`src/rtl/adc_sar_pkg.sv`:
```
// rtl/adc_sar_pkg.sv - shared types and constants for the SAR ADC controller
package adc_sar_pkg;

  localparam int SAR_RESOLUTION = 12;
  localparam logic [11:0] SAR_MIDSCALE = 12'h800;
  localparam int CNT_W = 8;

  // Field split of the DAC word as seen by the capacitor-matrix decoder
  localparam int ROW_MSB    = 11;
  localparam int ROW_LSB    = 8;
  localparam int COL_MSB    = 7;
  localparam int COL_LSB    = 3;
  localparam int BINCAP_MSB = 2;
  localparam int BINCAP_LSB = 0;

  typedef enum logic [2:0] {
    ST_IDLE    = 3'd0,
    ST_SAMPLE  = 3'd1,
    ST_SETTLE  = 3'd2,
    ST_COMPARE = 3'd3,
    ST_DONE    = 3'd4
  } sar_state_e;

endpackage

```
`src/rtl/adc_wait_counter.sv`:
```
// rtl/adc_wait_counter.sv - loadable saturating down-counter with zero flag
module adc_wait_counter #(
  parameter int WIDTH = 8
) (
  input  logic             clk,
  input  logic             rst,
  input  logic             load,
  input  logic [WIDTH-1:0] load_value,
  output logic             zero
);

  logic [WIDTH-1:0] count;

  always_ff @(posedge clk) begin
    if (rst) begin
      count <= '0;
    end else if (load) begin
      count <= load_value;
    end else if (count != '0) begin
      count <= count - 1'b1;
    end
  end

  assign zero = (count == '0);

endmodule

```
`src/rtl/adc_sar_control.sv`:
```
// rtl/adc_sar_control.sv - successive-approximation controller, MSB-first trial DAC word
module adc_sar_control
  import adc_sar_pkg::*;
#(
  parameter int RESOLUTION    = SAR_RESOLUTION,
  parameter int SAMPLE_CYCLES = 4,
  parameter int SETTLE_CYCLES = 1,
  parameter int COMP_TIMEOUT  = 16
) (
  input  logic                  clk,
  input  logic                  rst,
  input  logic                  start_conv,
  input  logic                  comp_result,
  input  logic                  comp_ready,
  output logic                  comp_trig_out,
  output logic                  sample_out,
  output logic [RESOLUTION-1:0] dac_data_out,
  output logic [RESOLUTION-1:0] result_out,
  output logic                  result_valid,
  output logic                  busy,
  output logic                  comp_timeout_err
);

  localparam int IDX_W = $clog2(RESOLUTION);
  localparam logic [RESOLUTION-1:0] MIDSCALE = {1'b1, {(RESOLUTION-1){1'b0}}};

  localparam logic [2:0] IDLE    = ST_IDLE;
  localparam logic [2:0] SAMPLE  = ST_SAMPLE;
  localparam logic [2:0] SETTLE  = ST_SETTLE;
  localparam logic [2:0] COMPARE = ST_COMPARE;
  localparam logic [2:0] DONE    = ST_DONE;

  logic [2:0]            state;
  logic [IDX_W-1:0]      idx;
  logic [IDX_W-1:0]      idx_m1;
  logic [RESOLUTION-1:0] sar;
  logic                  cnt_load;
  logic [CNT_W-1:0]      cnt_value;
  logic                  cnt_zero;
  logic                  resolve;
  logic                  bit_val;

  adc_wait_counter #(.WIDTH(CNT_W)) u_wait (
    .clk        (clk),
    .rst        (rst),
    .load       (cnt_load),
    .load_value (cnt_value),
    .zero       (cnt_zero)
  );

  // The trigger cycle is the COMPARE entry cycle; a strobe there is stale.
  assign resolve = (state == COMPARE) && !comp_trig_out && (comp_ready || cnt_zero);
  assign bit_val = comp_ready & comp_result;
  assign idx_m1  = idx - 1'b1;

  always_comb begin
    cnt_load  = 1'b0;
    cnt_value = '0;
    case (state)
      IDLE: if (start_conv) begin
        cnt_load  = 1'b1;
        cnt_value = CNT_W'(SAMPLE_CYCLES - 1);
      end
      SAMPLE: if (cnt_zero) begin
        cnt_load  = 1'b1;
        cnt_value = CNT_W'(SETTLE_CYCLES - 1);
      end
      // Loaded with the full timeout so it reaches zero COMP_TIMEOUT cycles after the trigger
      SETTLE: if (cnt_zero) begin
        cnt_load  = 1'b1;
        cnt_value = CNT_W'(COMP_TIMEOUT);
      end
      COMPARE: if (resolve && idx != '0) begin
        cnt_load  = 1'b1;
        cnt_value = CNT_W'(SETTLE_CYCLES - 1);
      end
      default: ;
    endcase
  end

  always_ff @(posedge clk) begin
    if (rst) begin
      state            <= IDLE;
      idx              <= '0;
      sar              <= '0;
      result_out       <= '0;
      comp_trig_out    <= 1'b0;
      comp_timeout_err <= 1'b0;
    end else begin
      comp_trig_out <= 1'b0;
      case (state)
        IDLE: if (start_conv) begin
          state            <= SAMPLE;
          sar              <= MIDSCALE;
          idx              <= IDX_W'(RESOLUTION - 1);
          comp_timeout_err <= 1'b0;
        end
        SAMPLE: if (cnt_zero) state <= SETTLE;
        SETTLE: if (cnt_zero) begin
          state         <= COMPARE;
          comp_trig_out <= 1'b1;
        end
        COMPARE: if (resolve) begin
          sar[idx] <= bit_val;
          if (!comp_ready) comp_timeout_err <= 1'b1;
          if (idx != '0) begin
            sar[idx_m1] <= 1'b1;
            idx         <= idx_m1;
            state       <= SETTLE;
          end else begin
            result_out <= {sar[RESOLUTION-1:1], bit_val};
            state      <= DONE;
          end
        end
        DONE:    state <= IDLE;
        default: state <= IDLE;
      endcase
    end
  end

  assign sample_out   = (state == SAMPLE);
  assign busy         = (state != IDLE);
  assign result_valid = (state == DONE);
  assign dac_data_out = sar;

endmodule

```
`config.mk`:
```
export PLATFORM = sky130hd
export DESIGN_NAME = adc_sar_control
export DESIGN_NICKNAME = d
export VERILOG_FILES = /design/src/rtl/adc_sar_pkg.sv /design/src/rtl/adc_wait_counter.sv /design/src/rtl/adc_sar_control.sv
export SDC_FILE = /design/constraint.sdc
export NUM_CORES = 1
export LEC_CHECK = 0
export BUFFER_PORTS_ARGS = -buffer_cell sky130_fd_sc_hd__buf_4
export CAP_MARGIN = 20
export CELL_PAD_IN_SITES_DETAIL_PLACEMENT = 0
export CELL_PAD_IN_SITES_GLOBAL_PLACEMENT = 2
export CORE_ASPECT_RATIO = 0.8
export CORE_UTILIZATION = 36
export DETAILED_ROUTE_END_ITERATION = 10
export PLACE_DENSITY_LB_ADDON = 0.1
export SETUP_SLACK_MARGIN = 0.5
export SYNTH_ARGS = -nofsm -noshare
export SYNTH_HDL_FRONTEND = slang
export SYNTH_SLANG_ARGS = --single-unit
export TNS_END_PERCENT = 50
```
`constraint.sdc`:
```
create_clock -name clk -period 4.62 [get_ports clk]
set_clock_uncertainty 0.2 [all_clocks]
set_input_delay 0.462 -clock clk [delete_from_list [all_inputs] [get_ports clk]]
set_output_delay 0.462 -clock clk [all_outputs]
set_load 0.01 [all_outputs]
```
==> metrics.cfg, run 1 <==
[status]
status = finished, final reports clean

[floorplan]
io_pins = 34
core_um2 = 5970
dieArea_um2 = 6610
rows = 25
die_w_um = 90.6
die_y_um = 72.9
initial_utilization = 0.379

[grt]
first_global_vias = 1794
track_usage = 0.178
grt_pass1_wl_um = 9430
antenna_found_initial = 0
gr-total-overflow = 0
grt_max_degree = 37

[critical_path]
required_ns = 4.59
cp_cell_sequence = inv_1 > ha_1 > or3b_4 > nor3_4 > mux2i_1 > nor2_1
cp-start-kind = flip-flop
crit_slowest_cell = nor3_4
slowest_delay_ns = 0.70
critPathCaptureType = flip-flop
critPathLaunch = idx[0]$_SDFFE_PP0P_
cp.arrival_ns = 2.81
reg2reg_from = idx[0]$_SDFFE_PP0P_
crit_type = flip-flop to flip-flop
cp.buffers_inverters = 1
crit_fanout = 13
critical_path.top_delay_family = simple AND/OR/NAND/NOR gates

[synthesis]
synth_edf_count = 0
syn_inst = 272
syn_nets = 285
ys_dominant_reg_cell = dfxtp_1
yosysWarnings = 0
synth_area_um2 = 2260
avgSynthCellArea_um2 = 8.32
yosys.cell_types.count = 54
yosysSeqAreaShare = 0.363
synth_seq_cells = 41
ys_async_sr_fraction = 0

[power_and_ir_drop]
swShare = 0.433
pwr-share-comb = 0.466
clkPwrFrac = 0.165
leakage_nw = 0.976
seq_power_share = 0.369
power_per_cell_area_nw_per_um2 = 527
p_int_uw = 778
p_sw_uw = 595
peakVddDrop_v = 0.000315

[sta]
fin_crit_ns = 2.84
tightest_slew_ns = 0.816
max_slew_margin = 0.454
finalMaxSlewViolations = 0
rsz0062_at_grt = no
fin_tns_setup_ns = 0
period_share = 0.614
finalHoldViolations = 0
max_freq_mhz = 353
final-setup-viol-count = 0

[clock_tree]
ctsResizeCount = 0
cts_buffers = 5
cts.sinks = 41
cts_tree = built
htree_levels = 2
insertion_delay_ns = 0.29
holdBufCountCts = 0
clk_pin_slew_worst_paths_ns = 0.08
clock-root-buffer = clkbuf_8
clock_tree.buffer_depth = 2
post_cts_buffers = 0

[finish]
fillCellCount = 621
final_core_util = 0.436
drive_gt1_frac = 0.180
antenna_cells = 0
area_delta_synth_final_pct = 15.2
final_nets = 307
design_area_um2 = 2610

[routing]
wire_per_inst_um = 14.4
drtAntennaViolNets = 0
dr.pass1.iters = 5
vias = 1964
routed_wl_um = 5430
drc_errors = 0
vias_per_cell = 5.22
first_iter_violations = 107

[placement]
hpwl_um = 3800
port_buffers = 33
placedInstanceArea_um2 = 2520
gp_congestion = 0.740

[hold_path]
min_path_type = flip-flop to flip-flop
hp-start = comp_timeout_err$_SDFFE_PP0P_

[flow_run]
max_cap_viol_count = 0

## cells by family (layout without fill, tap and decap cells)
family	count (synthesis)	in the layout	synth area share
mux	17	17	0.0752
compound gates	63	63	0.192
flops	41	41	0.363
buf+inv	27	50	0.0531
xor+xnor	3	3	0.0116
fa+ha+maj	8	8	0.0442
simple gates	113	113	0.261
## layer usage
metal / up-vias / part of all wire / track usage
met5: - / 0 / 0
met4: 0 / 0.0087 / 0.0484
met3: 5 / 0.041 / 0.0323
met2: 43 / 0.40 / 0.241
met1: 895 / 0.55 / 0.281
li1: 1021 / - / -
## flip-flops by register name, indices dropped and copies added, names as in the netlist
signal	flops
idx	4
result_out	12
u_wait.count	8
comp_trig_out	1
dac_data_out	12
state	3
comp_timeout_err	1
## cells in the final DEF (no fill, tap or decap), types with 2 or more instances in the layout
cell and instances:
a211oi_1 3, a21oi_1 23, a21oi_2 3, a311oi_1 9
a31oi_1 2, and2_1 2, buf_4 33, clkbuf_1 3
clkbuf_8 5, dfxtp_1 41, ha_1 8, inv_1 9
mux2i_1 17, nand2_1 31, nand2b_1 2, nand3_1 12
nand3b_1 3, nor2_1 30, nor2b_1 3, nor3_1 9
nor3b_1 3, nor4_1 3, o21ai_0 6, o311a_1 3
or4_1 2, xnor2_1 2
## final cells by class
type | count | area [µm²] | share of cell area
multi-input cells | 204 | 1320 | 0.507
flip-flops and latches | 41 | 821 | 0.315
repair buffers | 33 | 248 | 0.0951
well taps | 81 | 101 | 0.0389
clock buffers | 8 | 80.1 | 0.0307
inverters | 9 | 33.8 | 0.0130
## path summary, 6_finish.rpt
check | endpoint | slack (ns) | cells after the start
worst min-delay path | comp_timeout_err$_SDFFE_PP0P_ | 0.29 | 2
worst max-delay path | result_out[0]$_SDFFE_PP0P_ | 1.78 | 6
worst min register to register | comp_timeout_err$_SDFFE_PP0P_ | 0.29 | 2
worst max register to register | result_out[0]$_SDFFE_PP0P_ | 1.78 | 6
## worst reg2reg max path, stage by stage, from the launching register on
cell and delay (ns):
dfxtp_1 0.42, inv_1 0.16, ha_1 0.44, or3b_4 0.48
nor3_4 0.71, mux2i_1 0.27, nor2_1 0.05
## through the flow
step	instances	setup slack, ns	hold slack [ns]	power (mW)
2_1_floorplan	272	2.40	0.276	1.01
3_3_place_gp	368	1.90	0.275	1.16
3_5_place_dp	368	1.81	0.281	1.15
4_1_cts	376	1.80	0.300	1.39
5_1_grt	376	1.52	0.331	1.49
6_report	376	1.78	0.294	1.37
## power by group through the flow
| stage | registers (mW) | logic [mW] | clock network [mW] |
|---|---|---|---|
| after floorplan | 0.480 | 0.532 | 0 |
| after global placement | 0.513 | 0.644 | 0 |
| after detailed placement | 0.513 | 0.641 | 0 |
| after CTS | 0.505 | 0.644 | 0.238 |
| after global routing | 0.520 | 0.723 | 0.251 |
| final | 0.506 | 0.640 | 0.227 |
## synthesized netlist by cell type (6+ instances only)
cell	number	area, µm²
a21oi_1	23	115
a311oi_1	9	78.8
clkbuf_1	11	41.3
dfxtp_1	41	821
ha_1	8	100
inv_1	9	33.8
mux2i_1	17	170
nand2_1	31	116
nand3_1	12	60.1
nor2_1	30	113
nor3_1	9	45.0
o21ai_0	6	30.0
Power figures use the tool's default switching activity.
==> run 2: changes to the inputs <==
Settings changed: ABC_AREA from default to 1, CORE_UTILIZATION 36 to 28.
Clock period 4.62 ns to 2.6 ns, I/O delays scaled along.
==> run 2 against run 1 <==
  * Largest cell class unchanged
  * Power is 100% higher
  * Flip-flop and latch count is the same
  * Critical path type unchanged
  * Setup slack got worse by 1.1 ns
  * Clock power rose by 110%
  * Global-route usage fell by 1.9 points
  * Worst hold slack got worse by 0.20 ns
  * Design area rose by 0.72%
  * Non-clock buffer count grew 1
  * Die area up 22%
==> metrics.cfg, run 2 <==
[status]
status = finished, final reports clean

[synthesis]
yosysTopAreaCell = dfxtp_1
ys_dominant_reg_cell = dfxtp_1
yosysWarnings = 0  ; unchanged
synth_area_um2 = 2150  ; -4.8%
yosysSeqAreaShare = 0.381  ; +0.0181
ys_async_sr_fraction = 0  ; unchanged
synth_top_cells_by_count = nand2_1 (80), nor2_1 (52), dfxtp_1 (41)
synth_top_area_frac = 0.381  ; +0.0181
yosys.cell_types.count = 29  ; -46%
synth_most_common_cell = nand2_1
syn_nets = 324  ; +14%
syn_inst = 311  ; +14%
avgSynthCellArea_um2 = 6.93  ; -17%
synth_seq_cells = 41  ; unchanged
synthTopCellsByArea = dfxtp_1 (38%), nand2_1 (14%), nor2_1 (9.1%)
synth_edf_count = 0  ; unchanged

[routing]
routed.top_layer = met4
wl_met1_um = 3590  ; +20%
wl_met2_um = 2180  ; +1.5%
vias_per_cell = 4.30  ; -18%
routed_wl_um = 6040  ; +11%
dr.pass1.iters = 4  ; -1
drtAntennaViolNets = 0  ; unchanged
vias = 1948  ; -0.81%
first_iter_violations = 111  ; +3.7%
wire_per_inst_um = 13.3  ; -7.7%
met3_length_um = 210  ; -5.4%
drc_errors = 0  ; unchanged

[sta]
max_freq_mhz = 520  ; +47%
final-setup-viol-count = 0  ; unchanged
period_share = 0.740  ; +0.126
tightest_slew_ns = 0.359  ; -0.457 ns
fin_tns_setup_ns = 0  ; unchanged
rsz0062_at_grt = no
finalHoldViolations = 0  ; unchanged
fin_crit_ns = 1.92  ; -0.913 ns
finalWorstSetupSlack_ns = 0.677  ; -1.11 ns
max_slew_margin = 0.760  ; +0.306
finalMaxSlewViolations = 0  ; unchanged

[grt]
first_global_vias = 1821  ; +1.5%
antenna_found_initial = 0  ; unchanged
grt_max_degree = 21  ; -43%
track_usage = 0.159  ; -0.0192
gr-total-overflow = 0  ; unchanged
grt_pass1_wl_um = 9780  ; +3.7%

[finish]
area_delta_synth_final_pct = 21.8
drive_gt1_frac = 0.190  ; +0.00999
mostFrequentLayoutCell = nand2_1
final_cell_mix = nand2_1 (80), nor2_1 (51), dfxtp_1 (39), buf_4 (34), inv_1 (27)
final_cells = 453  ; +20%
final_core_util = 0.353  ; -0.0828
multi_input_area_um2 = 1200  ; -8.9%
final_nets = 360  ; +17%
fillCellCount = 842  ; +36%
regArea_um2 = 823  ; +0.30%
antenna_cells = 0  ; unchanged

[critical_path]
reg2reg_from = u_wait.count[0]$_SDFFE_PP0P_
cp-start-kind = flip-flop
crit_fanout = 17  ; +4
crit_type = flip-flop to flip-flop
r2r_end = result_out[2]$_SDFFE_PP0P_
critPathLaunch = u_wait.count[0]$_SDFFE_PP0P_
r2r_slack_ns = 0.68  ; -1.11 ns
required_ns = 2.61  ; -1.98 ns
critPathCaptureType = flip-flop
cp.arrival_ns = 1.93  ; -0.88 ns
rr_worst_depth = 9  ; +3
worstSetupEndpoint = result_out[2]$_SDFFE_PP0P_

[placement]
pre_cts_ws_ns = 0.474  ; -1.33 ns
dp_cells = 445  ; +21%
hpwl_um = 4550  ; +20%
port_buffers = 33  ; unchanged
gp_congestion = 0.724  ; -2.2%

[floorplan]
core_um2 = 7430  ; +24%
io_pins = 34  ; unchanged
initial_utilization = 0.290  ; -0.0885
die_w_um = 100  ; +10%
rows = 28  ; +12%
die_y_um = 80.5  ; +10%
dieArea_um2 = 8050  ; +22%

[power_and_ir_drop]
p_sw_mw = 1.34  ; +130%
pwr-share-comb = 0.518  ; +0.052
peakVddDrop_v = 0.000370  ; +18%
leakage_nw = 1.25  ; +28%
seq_power_share = 0.312  ; -0.057
swShare = 0.482  ; +0.0486
p_int_mw = 1.45  ; +86%
power_per_cell_area_nw_per_um2 = 1060  ; +100%
clkPwrFrac = 0.169  ; +0.004

[clock_tree]
htree_levels = 2  ; unchanged
holdBufCountCts = 0  ; unchanged
cts_tree = built
clk_pin_slew_worst_paths_ns = 0.10  ; +0.02 ns
clock-root-buffer = clkbuf_8
insertion_delay_ns = 0.30  ; about the same
clock_tree.buffer_depth = 2  ; unchanged
cts.sinks = 41  ; unchanged
cts_buffers = 5  ; unchanged

[flow_run]
max_cap_viol_count = 0  ; unchanged

[hold_path]
min_path_type = primary input to flip-flop

## run 2: cell types whose count changed after synthesis, sizes merged, moves of 6 or more
cell,before,now
mux2i,17,2
o21ai,8,27
nand2,32,86
inv,9,30
nor3,10,4
a311oi,9,0
nor2,32,58
clkbuf,11,2
## run 2: layer usage
| layer | up-vias | global-route usage |
|---|---|---|
| met1 | 842 | 0.255 |
| met2 | 30 | 0.210 |
| li1 | 1071 | - |
| met3 | 5 | 0.0296 |
| met4 | 0 | 0.0391 |
| met5 | - | 0 |
## run 2: final cells by class
cell class,instances,area share
Multi-Input combinational cell,234,0.459
Sequential cell,41,0.314
Clock buffer,5,0.0262
Inverter,31,0.0443
Tap cell,105,0.0501
Timing Repair Buffer,34,0.0973
Clock inverter,3,0.00954
## run 2: timing repair
item / in CTS / in global routing
setup endpoints to repair: 6 / 13
gates resized for setup: 1 / 5
gates cloned: 0 / 0
buffers inserted: 0 / 0
pin swaps: 0 / 0
## run 2: cell families (layout without fill, tap and decap cells)
logic type | count (synthesis) | count (layout) | share of synthesized area
simple gates | 166 | 166 | 0.340
fa+ha+maj | 8 | 8 | 0.0465
compound gates | 52 | 52 | 0.131
buf+inv | 36 | 73 | 0.0674
mux | 2 | 2 | 0.00929
flops | 41 | 41 | 0.381
xor+xnor | 6 | 6 | 0.0244
## run 2: worst min path at each step
stage / from / depth (start not counted) / slack (ns) / endpoint
2_1_floorplan: state[1]$_SDFFE_PP0P_ / 2 / 0.29 / comp_trig_out$_SDFF_PP0_
3_3_place_gp: dac_data_out[6]$_SDFFE_PP0P_ / 2 / 0.27 / dac_data_out[6]$_SDFFE_PP0P_
3_5_place_dp: dac_data_out[5]$_SDFFE_PP0P_ / 2 / 0.28 / dac_data_out[5]$_SDFFE_PP0P_
4_1_cts: rst / 2 / 0.08 / dac_data_out[8]$_SDFFE_PP0P_
5_1_grt: rst / 2 / 0.10 / state[1]$_SDFFE_PP0P_
6_report: rst / 2 / 0.09 / state[1]$_SDFFE_PP0P_
## run 2: worst max-delay path, cell delays in order (launching register included)
cell,delay [ns]
dfxtp_1,0.32
inv_1,0.09
ha_1,0.26
nand2_2,0.13
o21ai_4,0.20
nand2_4,0.11
nor2_8,0.22
inv_2,0.12
nor2_1,0.11
nor2_1,0.05
## run 2: per-stage QoR
step                power (mW)  hold WS (ns)  cell area, µm²
finish                    2.79        0.0929            2620
global route              3.04         0.101            2620
CTS                       2.78        0.0769            2610
detailed placement        2.30         0.278            2510
global placement          2.33         0.272            2510
floorplan                 1.93         0.286            2150
## run 2: power groups by stage
stage / sequential [mW] / clock [mW] / combinational (mW)
floorplan: 0.863 / 0 / 1.06
global placement: 0.884 / 0 / 1.44
detailed placement: 0.878 / 0 / 1.42
CTS: 0.867 / 0.483 / 1.43
global route: 0.888 / 0.500 / 1.65
finish: 0.871 / 0.472 / 1.45
